[src/rtl/lcd_pkg.sv]
// lcd_pkg: shared word format, opcodes, FSM encoding and header-word builder for the LCD scheduler
package lcd_pkg;
  localparam logic [3:0] CMD_INST = 4'd1;
  localparam logic [3:0] CMD_DATA = 4'd2;
  localparam int VALID_BIT = 31;
  localparam int CMD_MSB = 19;
  localparam int CMD_LSB = 16;
  localparam int DATA_MSB = 15;
  localparam int DATA_LSB = 0;
  localparam logic [15:0] OP_CASET = 16'h2A00;
  localparam logic [15:0] OP_RASET = 16'h2B00;
  localparam logic [15:0] OP_RAMWR = 16'h2C00;
  localparam logic [15:0] OP_DISPON = 16'h2900;
  localparam logic [1:0] ST_ARB = 2'd0;
  localparam logic [1:0] ST_CPU_SLOT = 2'd1;
  localparam logic [1:0] ST_FILL_HDR = 2'd2;
  localparam logic [1:0] ST_FILL_PIX = 2'd3;
  localparam int HDR_LEN = 17;
  function automatic logic [31:0] mk_word(input logic [3:0] cmd, input logic [15:0] data);
    logic [31:0] w;
    w = '0;
    w[VALID_BIT] = 1'b1;
    w[CMD_MSB:CMD_LSB] = cmd;
    w[DATA_MSB:DATA_LSB] = data;
    return w;
  endfunction
  // i[3] picks column/row, i[2] start/end corner, i[1] low/high byte, i[0] data/instruction
  function automatic logic [31:0] hdr_word(input logic [4:0] i, input logic [9:0] x0, x1, y0, y1);
    logic [9:0] c;
    c = i[3] ? (i[2] ? y1 : y0) : (i[2] ? x1 : x0);
    if (i >= 5'(HDR_LEN - 1)) return mk_word(CMD_INST, OP_RAMWR);
    return i[0] ? mk_word(CMD_DATA, i[1] ? {8'b0, c[7:0]} : {14'b0, c[9:8]})
                : mk_word(CMD_INST, (i[3] ? OP_RASET : OP_CASET) | {14'b0, i[2:1]});
  endfunction
endpackage

[src/rtl/lcd_word_fifo.sv]
// lcd_word_fifo: show-ahead synchronous FIFO with occupancy count
module lcd_word_fifo #(
  parameter int W = 32,
  parameter int DEPTH = 4
) (
  input  logic                     clk,
  input  logic                     rst,
  input  logic                     push,
  input  logic [W-1:0]             wdata,
  input  logic                     pop,
  output logic [W-1:0]             rdata,
  output logic                     full,
  output logic                     empty,
  output logic [$clog2(DEPTH):0]   cnt
);
  localparam int AW = $clog2(DEPTH);
  logic [W-1:0] mem [DEPTH];
  logic [AW-1:0] wp, rp;
  logic wr, rd;
  assign full = cnt == (AW+1)'(DEPTH);
  assign empty = cnt == '0;
  assign rd = pop & ~empty;
  assign wr = push & (~full | rd);
  assign rdata = mem[rp];
  always_ff @(posedge clk) if (wr) mem[wp] <= wdata;
  always_ff @(posedge clk) begin
    if (rst) begin
      wp <= '0;
      rp <= '0;
      cnt <= '0;
    end else begin
      wp <= wp + AW'(wr);
      rp <= rp + AW'(rd);
      cnt <= cnt + (AW+1)'(wr) - (AW+1)'(rd);
    end
  end
endmodule

[src/rtl/lcd_cmd_sched.sv]
// lcd_cmd_sched: round-robin scheduler of CPU words and rectangle fills onto the LCD command-word stream
module lcd_cmd_sched
  import lcd_pkg::*;
#(
  parameter int SLOT_CYCLES = 2,
  parameter int FIFO_DEPTH = 4
) (
  input  logic                          clk,
  input  logic                          rst,
  input  logic                          cpu_wvalid,
  input  logic [31:0]                   cpu_wdata,
  output logic                          cpu_wready,
  input  logic                          fill_start,
  input  logic [9:0]                    fill_x0,
  input  logic [9:0]                    fill_x1,
  input  logic [9:0]                    fill_y0,
  input  logic [9:0]                    fill_y1,
  input  logic [15:0]                   fill_color,
  output logic                          fill_busy,
  output logic                          fill_done,
  output logic                          fill_err,
  input  logic                          lcd_init_busy,
  output logic [31:0]                   lcd_word,
  output logic [$clog2(FIFO_DEPTH):0]   cpu_fifo_cnt
);
  localparam int SW = SLOT_CYCLES > 1 ? $clog2(SLOT_CYCLES) : 1;
  logic [1:0] state;
  logic [SW-1:0] sc;
  logic [4:0] idx;
  logic [19:0] pix, pix_last;
  logic [10:0] w, h;
  logic [9:0] x0_q, x1_q, y0_q, y1_q;
  logic [15:0] color_q;
  logic [31:0] fifo_rdata;
  logic fifo_full, fifo_empty, last_fill, win_ok, slot_end, grant_cpu, grant_fill;
  assign cpu_wready = ~fifo_full;
  assign win_ok = fill_x1 >= fill_x0 && fill_y1 >= fill_y0;
  assign slot_end = sc == SW'(SLOT_CYCLES - 1);
  assign w = {1'b0, x1_q} - {1'b0, x0_q} + 11'd1;
  assign h = {1'b0, y1_q} - {1'b0, y0_q} + 11'd1;
  // a full 1024x1024 window wraps the product to 0, so the last index is all ones
  assign pix_last = 20'(20'(w) * 20'(h)) - 20'd1;
  assign grant_fill = state == ST_ARB && !lcd_init_busy && fill_busy && (fifo_empty || !last_fill);
  assign grant_cpu = state == ST_ARB && !lcd_init_busy && !fifo_empty && !grant_fill;
  lcd_word_fifo #(.W(32), .DEPTH(FIFO_DEPTH)) u_fifo (
    .clk(clk),
    .rst(rst),
    .push(cpu_wvalid & cpu_wready & cpu_wdata[VALID_BIT]),
    .wdata(cpu_wdata),
    .pop(grant_cpu),
    .rdata(fifo_rdata),
    .full(fifo_full),
    .empty(fifo_empty),
    .cnt(cpu_fifo_cnt)
  );
  always_ff @(posedge clk) begin
    if (rst) begin
      state <= ST_ARB;
      sc <= '0;
      idx <= '0;
      pix <= '0;
      last_fill <= 1'b0;
      lcd_word <= '0;
      fill_busy <= 1'b0;
      fill_done <= 1'b0;
      fill_err <= 1'b0;
      x0_q <= '0;
      x1_q <= '0;
      y0_q <= '0;
      y1_q <= '0;
      color_q <= '0;
    end else begin
      fill_err <= fill_start & (fill_busy | ~win_ok);
      fill_done <= 1'b0;
      sc <= (state != ST_ARB && !slot_end) ? sc + SW'(1) : '0;
      if (fill_start & ~fill_busy & win_ok) begin
        x0_q <= fill_x0;
        x1_q <= fill_x1;
        y0_q <= fill_y0;
        y1_q <= fill_y1;
        color_q <= fill_color;
        fill_busy <= 1'b1;
      end
      case (state)
        ST_ARB: begin
          if (grant_cpu) begin
            state <= ST_CPU_SLOT;
            lcd_word <= fifo_rdata;
            last_fill <= 1'b0;
          end else if (grant_fill) begin
            state <= ST_FILL_HDR;
            idx <= '0;
            lcd_word <= hdr_word(5'd0, x0_q, x1_q, y0_q, y1_q);
            last_fill <= 1'b1;
          end
        end
        ST_CPU_SLOT: begin
          if (slot_end) begin
            state <= ST_ARB;
            lcd_word <= '0;
          end
        end
        ST_FILL_HDR: begin
          if (slot_end && idx == 5'(HDR_LEN - 1)) begin
            state <= ST_FILL_PIX;
            pix <= '0;
            lcd_word <= mk_word(CMD_DATA, color_q);
          end else if (slot_end) begin
            idx <= idx + 5'd1;
            lcd_word <= hdr_word(idx + 5'd1, x0_q, x1_q, y0_q, y1_q);
          end
        end
        ST_FILL_PIX: begin
          if (slot_end && pix == pix_last) begin
            state <= ST_ARB;
            lcd_word <= '0;
            fill_busy <= 1'b0;
            fill_done <= 1'b1;
          end else if (slot_end) begin
            pix <= pix + 20'd1;
          end
        end
      endcase
    end
  end
endmodule

[config.mk]
export PLATFORM = sky130hd
export DESIGN_NAME = lcd_cmd_sched
export DESIGN_NICKNAME = d
export VERILOG_FILES = /design/src/rtl/lcd_pkg.sv /design/src/rtl/lcd_word_fifo.sv /design/src/rtl/lcd_cmd_sched.sv
export SDC_FILE = /design/constraint.sdc
export NUM_CORES = 1
export LEC_CHECK = 0
export CAP_MARGIN = 20
export CORE_UTILIZATION = 53
export CTS_CLUSTER_SIZE = 25
export DETAILED_ROUTE_END_ITERATION = 7
export HOLD_SLACK_MARGIN = 0.03
export MAX_ROUTING_LAYER = met4
export PLACE_DENSITY_LB_ADDON = 0.15
export REMOVE_ABC_BUFFERS = 1
export SYNTH_ARGS = -nofsm -noshare
export SYNTH_HDL_FRONTEND = slang
export SYNTH_SLANG_ARGS = --single-unit
[constraint.sdc]
create_clock -name clk -period 13.7 [get_ports clk]
set_input_delay 2.055 -clock clk [delete_from_list [all_inputs] [get_ports clk]]
set_output_delay 2.055 -clock clk [all_outputs]
set_load 0.05 [all_outputs]
==> impl_metrics.py, run 1 <==
metrics = {
    "status": {
        "status": "finished with violations",
        "violations": "design-rule violations",
    },
    "floorplanning": {
        "start_util": 0.541,
        "placementRows": 64,
        "ioPinCount": 132,
        "die_x_um": 179,
        "die_h_um": 179,
        "core_um2": 30700,
        "die-area_um2": 32100,
    },
    "job": {
        "maxCapViolCount": 0,
    },
    "routing": {
        "drc": 4,
        "via_per_inst": 5.64,
        "dr.first_iter.drc_count": 779,
        "drtPass1Iterations": 7,
        "vias": 11600,
        "postRouteAntennaNets": 0,
        "wl_per_cell_um": 18.3,
        "finalWirelength_um": 37800,
    },
    "yosys": {
        "yosysTopAreaCell": "edfxtp_1",
        "synth-main-ff-cell": "edfxtp_1",
        "netlist_instances": 1548,
        "synth_area_leaders": "edfxtp_1 (23%), dfxtp_1 (15%), fa_1 (11%), ha_1 (8.7%), mux4_2 (5.8%)",
        "synth_top_cell_area_share": 0.231,
        "ys_types": 85,
        "synth_area_um2": 16600,
        "synth-seq-cells": 255,
        "seq_area_frac_synth": 0.384,
        "async_flop_share": 0,
        "synth_area_per_cell_um2": 10.7,
        "synth_warnings": 0,
        "synth_edf_count": 128,
    },
    "timing": {
        "fmax_mhz": 108,
        "final_hold_viol_count": 0,
        "min_period_ps": 9290,
        "fin_crit_sh": 0.678,
        "worstMarginPinSlew_ps": 1080,
        "grt_setup_unrepaired": "false",
        "setup_tns_ps": 0,
        "maxSlewViolCount": 0,
        "setup_viol": 0,
        "slew_headroom": 0.275,
        "fin_skew_ps": 14.2,
    },
    "clocking": {
        "hold_buffers": 0,
        "cts_root_buf": "clkbuf_16",
        "numClockSinks": 255,
        "clk_latency_ps": 530,
        "cts_made_buffers": 27,
        "cts_tree": "done",
        "path_clk_slew_ps": 60,
        "clockBufferDepth": 3,
        "postCtsSetupBuffers": 0,
        "htree_levels": 1,
        "cts_resized": 0,
    },
    "finish": {
        "fill_cells": 2543,
        "area_growth_pct": 14.6,
        "final_cell_mix": "inv_1 (150), nand2_1 (130), clkdlybuf4s50_1 (130), edfxtp_1 (128), dfxtp_1 (126)",
        "final_common_cell": "inv_1",
        "drive_above_1_share": 0.0880,
        "nets": 1950,
        "antenna_cells": 0,
    },
    "min_path": {
        "worstHoldPathType": "register to register",
        "worstHoldEndpoint": "lcd_word[26]",
        "min_from": "lcd_word[26]",
        "hold_depth": 2,
    },
    "setup_path": {
        "worst-r2r-setup-slack_ps": 4410,
        "worstSetupPathType": "register to register",
        "cp.required_ps": 14110,
        "r2r_end": "lcd_word[31]",
        "r2r_cells": 27,
        "crit_path_end_kind": "register",
        "timing.rr.start": "x1_q[1]",
        "crit_slowest_cell": "xor2_1",
        "start_kind": "register",
        "cp_common_cell": "fa_1",
        "arrival_ps": 9700,
        "cpPeakStageDelay_ps": 730,
        "crit_fanout": 18,
        "startpoint": "x1_q[1]",
    },
    "grt": {
        "grtUsageTotal": 0.255,
        "first_global_vias": 12000,
        "gr-total-overflow": 0,
        "grt_pass1_wl_um": 61900,
        "grt_max_degree": 69,
        "grt_antenna_before_repair": 0,
    },
    "placement": {
        "globalplace.congestion": 0.907,
        "port_buffers": 131,
        "dp_hpwl_um": 27900,
    },
}
==> critical path: cells and delay by family (launching register included) <==
kind | cells | cell delay [ps]
XOR/XNOR | 1 | 730
AND/OR/NAND/NOR | 6 | 1570
buffers and inverters | 3 | 130
adder cells (fa/ha/maj) | 9 | 3840
multiplexers | 2 | 730
AO/OA/AOI/OAI | 6 | 1790
flip-flops | 1 | 350
==> registers in the layout (all words and copies together) (netlist names), 3 cells and up <==
name        count
x0_q           10
pix            20
lcd_word       32
color_q        16
y1_q           10
u_fifo.cnt      3
u_fifo.mem    128
idx             5
x1_q           10
y0_q           10
==> final cells by class <==
class,instances,area [um2],area share
well taps,396,495,0.0260
repair buffers,152,1470,0.0771
clock buffers,42,742,0.0389
inverters,150,563,0.0295
multi-input cells,1064,9370,0.491
flip-flops and latches,255,6390,0.335
clock inverters,7,35.0,0.00184
==> cell usage after synthesis (43+ instances only) <==
cell type,number
and2_1,48
edfxtp_1,128
ha_1,116
fa_1,91
mux2i_1,74
nor2_1,102
inv_1,150
mux4_2,43
clkbuf_1,53
dfxtp_1,127
nand2_1,130
a21oi_1,66
==> worst max path at each step <==
stage | end | cells past startpoint
4_1_cts | lcd_word[31] | 27
3_5_place_dp | lcd_word[31] | 27
6_report | lcd_word[31] | 27
5_1_grt | lcd_word[31] | 27
3_3_place_gp | lcd_word[31] | 29
2_1_floorplan | pix[10] | 27
==> cell families after synthesis <==
family / count (synthesis) / synth area share
fa+ha+maj: 207 / 0.197
simple gates: 453 / 0.135
buf+inv: 229 / 0.0543
xor+xnor: 52 / 0.0287
flops: 255 / 0.384
mux: 121 / 0.105
compound gates: 231 / 0.0959
==> stage by stage <==
stage	area [um2]	cells	setup slack [ps]	utilization	hold slack, ps
CTS	19000	2064	4500	0.619	473
global route	19100	2066	3910	0.620	492
finish	19100	2066	4410	0.620	469
floorplan	16300	1469	5260	-	449
global placement	18300	2014	4820	0.594	457
detailed placement	18300	2015	4520	0.594	465
==> routing by layer <==
layer  share of wire  up-vias  track usage
li1                -     5598            -
met1            0.44     5687        0.332
met2            0.48      300        0.420
met3           0.054       64       0.0344
met4           0.021        0       0.0641
met5               0        -            -
Power of run 1 is not shown: default switching activity piles up to over one toggle a cycle in this logic, so the estimate is an artifact.
==> run 2: changes to the inputs <==
==> constraint.sdc (replaced) <==
create_clock -name clk -period 8.3 [get_ports clk]
set_input_delay 1.245 -clock clk [delete_from_list [all_inputs] [get_ports clk]]
set_output_delay 1.245 -clock clk [all_outputs]
set_load 0.05 [all_outputs]
==> run 2 against run 1 <==
Compared with the run above: the flow still finishes with violations (design-rule violations); clock-buffer cell count is 4 lower; flip-flop and latch count stayed put; sequential share of layout area is 1.6 points lower; critical path type unchanged; cell count is 2.2% higher; first-iteration DRC count is 12% lower; hold slack better by 11 ps; via count is 2.6% higher; core utilization is 3.1 points higher; clock skew is 22 ps higher; design area is 5.0% higher.
==> impl_metrics.py, run 2 (synthesis results as in run 1) <==
metrics = {
    "floorplanning": {
        "start_util": 0.541,
        "placementRows": 64,
        "die-area_um2": 32100,
        "ioPinCount": 132,
        "die_x_um": 179,
        "die_h_um": 179,
        "core_um2": 30700,
    },
    "grt": {
        "grt_max_degree": 92,
        "grt_antenna_before_repair": 0,
        "gr-total-overflow": 0,
        "grtUsageTotal": 0.256,
        "grt_pass1_wl_um": 62500,
        "first_global_vias": 12200,
    },
    "clocking": {
        "htree_levels": 1,
        "clk_latency_ps": 570,
        "cts_tree": "done",
        "cts_root_buf": "clkbuf_16",
        "hold_buffers": 0,
        "numClockSinks": 255,
        "path_clk_slew_ps": 60,
        "clockBufferDepth": 3,
        "cts_made_buffers": 28,
    },
    "min_path": {
        "worstHoldEndpoint": "lcd_word[26]",
        "min_from": "lcd_word[26]",
        "worstHoldPathType": "register to register",
        "hold_depth": 2,
    },
    "timing": {
        "setup_viol": 0,
        "worstMarginPinSlew_ps": 968,
        "fin_skew_ps": 36.0,
        "final_hold_viol_count": 0,
        "slew_headroom": 0.354,
        "setup_tns_ps": 0,
        "fmax_mhz": 125,
        "fin_crit_sh": 0.961,
        "min_period_ps": 7980,
        "maxSlewViolCount": 0,
    },
    "setup_path": {
        "cpPeakStageDelay_ps": 560,
        "worstSetupPathType": "register to register",
        "start_kind": "register",
        "worst-r2r-setup-slack_ps": 320,
        "cp.required_ps": 8720,
        "cp_common_cell": "fa_1",
        "arrival_ps": 8400,
        "timing.rr.start": "x1_q[1]",
        "r2r_cells": 31,
        "crit_slowest_cell": "fa_1",
        "path_buf_inv": 6,
        "crit_fanout": 12,
        "crit_path_end_kind": "register",
        "r2r_end": "pix[5]",
        "path_delay_family": "adder cells",
    },
    "routing": {
        "vias": 11900,
        "postRouteAntennaNets": 0,
        "via_per_inst": 5.66,
        "wl_per_cell_um": 18.4,
        "drtPass1Iterations": 7,
        "dr.first_iter.drc_count": 689,
        "finalWirelength_um": 39000,
        "drc": 4,
    },
    "finish": {
        "drive_above_1_share": 0.142,
        "reg.largest.list": "u_fifo.mem x128, lcd_word x32, pix x20",
        "final_common_cell": "inv_1",
        "nets": 1994,
        "top_register": "u_fifo.mem",
        "fill_cells": 2459,
        "antenna_cells": 0,
        "largest_reg_flops": 128,
        "area_growth_pct": 20.4,
        "regArea_um2": 6390,
        "final_cell_mix": "inv_1 (149), nand2_1 (130), clkdlybuf4s50_1 (130), edfxtp_1 (128), dfxtp_1 (124)",
        "multi_input_area_um2": 9700,
        "layoutNonFillerInstCount": 2112,
    },
    "placement": {
        "port_buffers": 131,
        "dp_cells": 2042,
        "dp_hpwl_um": 28300,
        "globalplace.congestion": 0.871,
    },
    "job": {
        "maxCapViolCount": 0,
    },
    "status": {
        "status": "finished with violations",
        "violations": "design-rule violations",
    },
}
run 2: cell count changes in the layout (fill, tap and decap cells not counted), moves of 5 or more:
cell,change
buf_4,+36
ha_4,+5
clkbuf_1,-10
xnor2_1,-5
ha_1,-7
clkbuf_8,+5
a21oi_1,-5
run 2: repair_timing:
item / CTS / global route
pin swaps: 0 / 31
gates cloned: 0 / 2
resized for setup: 7 / 51
hold endpoints to repair: 0 / 0
setup endpoints to repair: 55 / 56
setup buffers: 0 / 15
run 2: area by class of cell:
cell class	count	area share
multi-input cells	1064	0.484
flip-flops and latches	255	0.319
repair buffers	195	0.0937
clock buffers	38	0.0399
inverters	150	0.0281
well taps	396	0.0248
clock inverters	14	0.00994
run 2: how the worst max path moves through the flow:
stage / start / slack, ps / to / cells after the start
3_5_place_dp: x1_q[1] / -90 / lcd_word[16] / 29
6_report: x1_q[1] / 320 / pix[5] / 31
2_1_floorplan: x1_q[1] / -140 / pix[10] / 27
5_1_grt: y1_q[1] / -80 / lcd_word[12] / 33
3_3_place_gp: x1_q[1] / -40 / fill_busy / 29
4_1_cts: x1_q[1] / 7 / fill_busy / 30
run 2: per-stage QoR:
step	instance area [um2]	hold slack, ps	setup slack [ps]	utilization
detailed placement	18500	464	-90.4	0.602
global route	20000	499	-79.3	0.651
global placement	18500	460	-42.5	0.602
finish	20000	480	322	0.651
floorplan	16300	449	-142	-
CTS	19500	483	6.72	0.635
run 2: per-layer routing:
layer / vias up / track usage / share of wire
met4: 0 / 0.0602 / 0.020
li1: 5689 / - / -
met5: - / - / 0
met2: 291 / 0.436 / 0.50
met3: 66 / 0.0310 / 0.048
met1: 5902 / 0.326 / 0.43
run 2: worst register-to-register path, delay by kind of cell (launching register included):
family,cells,cell delay (ps)
AOI/OAI and AO/OA,7,1300
xor gates and xnor gates,2,320
adders and majority gates,9,3570
buffers and inverters,6,720
DFF,1,350
muxes,1,150
and+or+nand+nor,6,1430
Power of run 2 is left out for the same reason.
==> run 3: changes to the inputs <==
--- a/config.mk
+++ b/config.mk
@@ -13,6 +13,7 @@
 export MAX_ROUTING_LAYER = met4
 export PLACE_DENSITY_LB_ADDON = 0.15
 export REMOVE_ABC_BUFFERS = 1
+export SLEW_MARGIN = 20
 export SYNTH_ARGS = -nofsm -noshare
 export SYNTH_HDL_FRONTEND = slang
 export SYNTH_SLANG_ARGS = --single-unit
==> run 3 against run 2 <==
Compared with the run above: the flow still finishes with violations (design-rule violations); first-iteration DRC count grew 2.3%; design area about the same; maximum frequency shrank 0.39%; non-clock buffer count shrank 1; clock-buffer cell count unchanged; largest cell class unchanged.
==> impl_metrics.py, run 3 (synthesis results as in run 1) <==
metrics = {
    "status": {
        "status": "finished with violations",
        "violations": "design-rule violations",
    },
    "clocking": {
        "hold_buffers": 0,
        "cts_made_buffers": 28,
        "clockBufferDepth": 3,
        "cts_root_buf": "clkbuf_16",
        "clk_latency_ps": 570,
        "numClockSinks": 255,
        "htree_levels": 1,
        "cts_tree": "done",
        "path_clk_slew_ps": 60,
    },
    "finish": {
        "layoutNonFillerInstCount": 2111,
        "nets": 1993,
        "top_register": "u_fifo.mem",
        "largest_reg_flops": 128,
        "multi_input_area_um2": 9680,
        "regArea_um2": 6390,
        "final_common_cell": "inv_1",
        "drive_above_1_share": 0.143,
        "area_growth_pct": 20.3,
        "final_cell_mix": "inv_1 (148), nand2_1 (130), clkdlybuf4s50_1 (130), edfxtp_1 (128), dfxtp_1 (124)",
        "antenna_cells": 0,
        "fill_cells": 2466,
        "reg.largest.list": "u_fifo.mem x128, lcd_word x32, pix x20",
    },
    "grt": {
        "grtUsageMet2": 0.436,
        "gr-total-overflow": 0,
        "grt_max_degree": 92,
        "grt_use_met3": 0.0310,
        "grtUsageTotal": 0.256,
        "grt_use_met1": 0.326,
        "busiest_layer": "met2",
        "first_global_vias": 12200,
        "grt_pass1_wl_um": 62500,
        "grt_antenna_before_repair": 0,
    },
    "setup_path": {
        "cp.required_ps": 8750,
        "worstSetupPathType": "register to register",
        "cpPeakStageDelay_ps": 550,
        "cp_common_cell": "fa_1",
        "crit_slowest_cell": "fa_1",
        "crit_path_end_kind": "register",
        "start_kind": "register",
        "arrival_ps": 8460,
        "crit_fanout": 8,
    },
    "placement": {
        "globalplace.congestion": 0.871,
        "port_buffers": 131,
        "dp_hpwl_um": 28300,
        "dp_cells": 2042,
    },
    "routing": {
        "wl_per_cell_um": 18.5,
        "postRouteAntennaNets": 0,
        "drc": 4,
        "via_per_inst": 5.65,
        "finalWirelength_um": 39100,
        "drtPass1Iterations": 7,
        "vias": 11900,
        "dr.first_iter.drc_count": 705,
    },
    "job": {
        "maxCapViolCount": 0,
    },
    "timing": {
        "worstMarginPinSlew_ps": 968,
        "fin_skew_ps": 35.7,
        "slew_headroom": 0.355,
        "fmax_mhz": 125,
        "setup_viol": 0,
        "final_hold_viol_count": 0,
        "maxSlewViolCount": 0,
        "grt_setup_unrepaired": "true",
        "min_period_ps": 8010,
        "fin_crit_sh": 0.965,
    },
    "floorplanning": {
        "core_um2": 30700,
        "die_x_um": 179,
        "placementRows": 64,
        "die-area_um2": 32100,
        "start_util": 0.541,
        "ioPinCount": 132,
        "die_h_um": 179,
    },
    "min_path": {
        "worstHoldPathType": "register to register",
    },
}
## run 3: changes by cell type in the layout (fill, tap and decap cells not counted), sizes merged
| cell | delta |
|---|---|
| buf | -2 |
| clkbuf | +1 |
## run 3: metal layers
metal	share of wire	vias to the layer above
met5	0	-
met4	0.021	0
met2	0.50	289
met3	0.045	70
li1	-	5691
met1	0.44	5878
## run 3: path summary, 6_finish.rpt
| check | slack (ps) | startpoint | cells past startpoint | to |
|---|---|---|---|---|
| hold / removal | 480 | lcd_word[26] | 2 | lcd_word[26] |
| setup / recovery | 290 | x1_q[1] | 29 | lcd_word[13] |
| hold reg to reg | 480 | lcd_word[26] | 2 | lcd_word[26] |
| setup reg to reg | 290 | x1_q[1] | 29 | lcd_word[13] |
## run 3: worst max-delay path: cells and delay by family (launching register included)
kind	cells	cell delay, ps
buffers and inverters	4	320
flip-flops	1	350
AND/OR/NAND/NOR	6	770
AO/OA/AOI/OAI	8	1950
XOR/XNOR	1	160
adder cells (fa/ha/maj)	9	3830
multiplexers	1	510
## run 3: metrics by stage
stage / util / setup slack, ps / TNS (ps) / hold slack [ps] / instance area [um2]
floorplan: - / -142 / -414 / 449 / 16300
global placement: 0.602 / -42.5 / -192 / 460 / 18500
detailed placement: 0.602 / -90.4 / -1530 / 464 / 18500
CTS: 0.635 / 6.72 / 0 / 483 / 19500
global route: 0.650 / -83.3 / -1040 / 499 / 20000
finish: 0.650 / 291 / 0 / 477 / 20000
## run 3: repair_timing
| action | 4_1_cts | 5_1_grt |
|---|---|---|
| setup buffers | 0 | 14 |
| resized for setup | 7 | 52 |
| pin swaps | 0 | 35 |
| cloned | 0 | 3 |
| setup endpoints to repair | 55 | 56 |
## run 3: area by class of cell
| cell class | instances | area share |
|---|---|---|
| inverter | 150 | 0.0282 |
| clock buffer | 38 | 0.0399 |
| tap | 396 | 0.0248 |
| clock inverter | 14 | 0.00995 |
| sequential | 255 | 0.320 |
| multi-input combinational | 1064 | 0.484 |
| timing repair buffer | 194 | 0.0938 |
Power of run 3 is left out for the same reason.
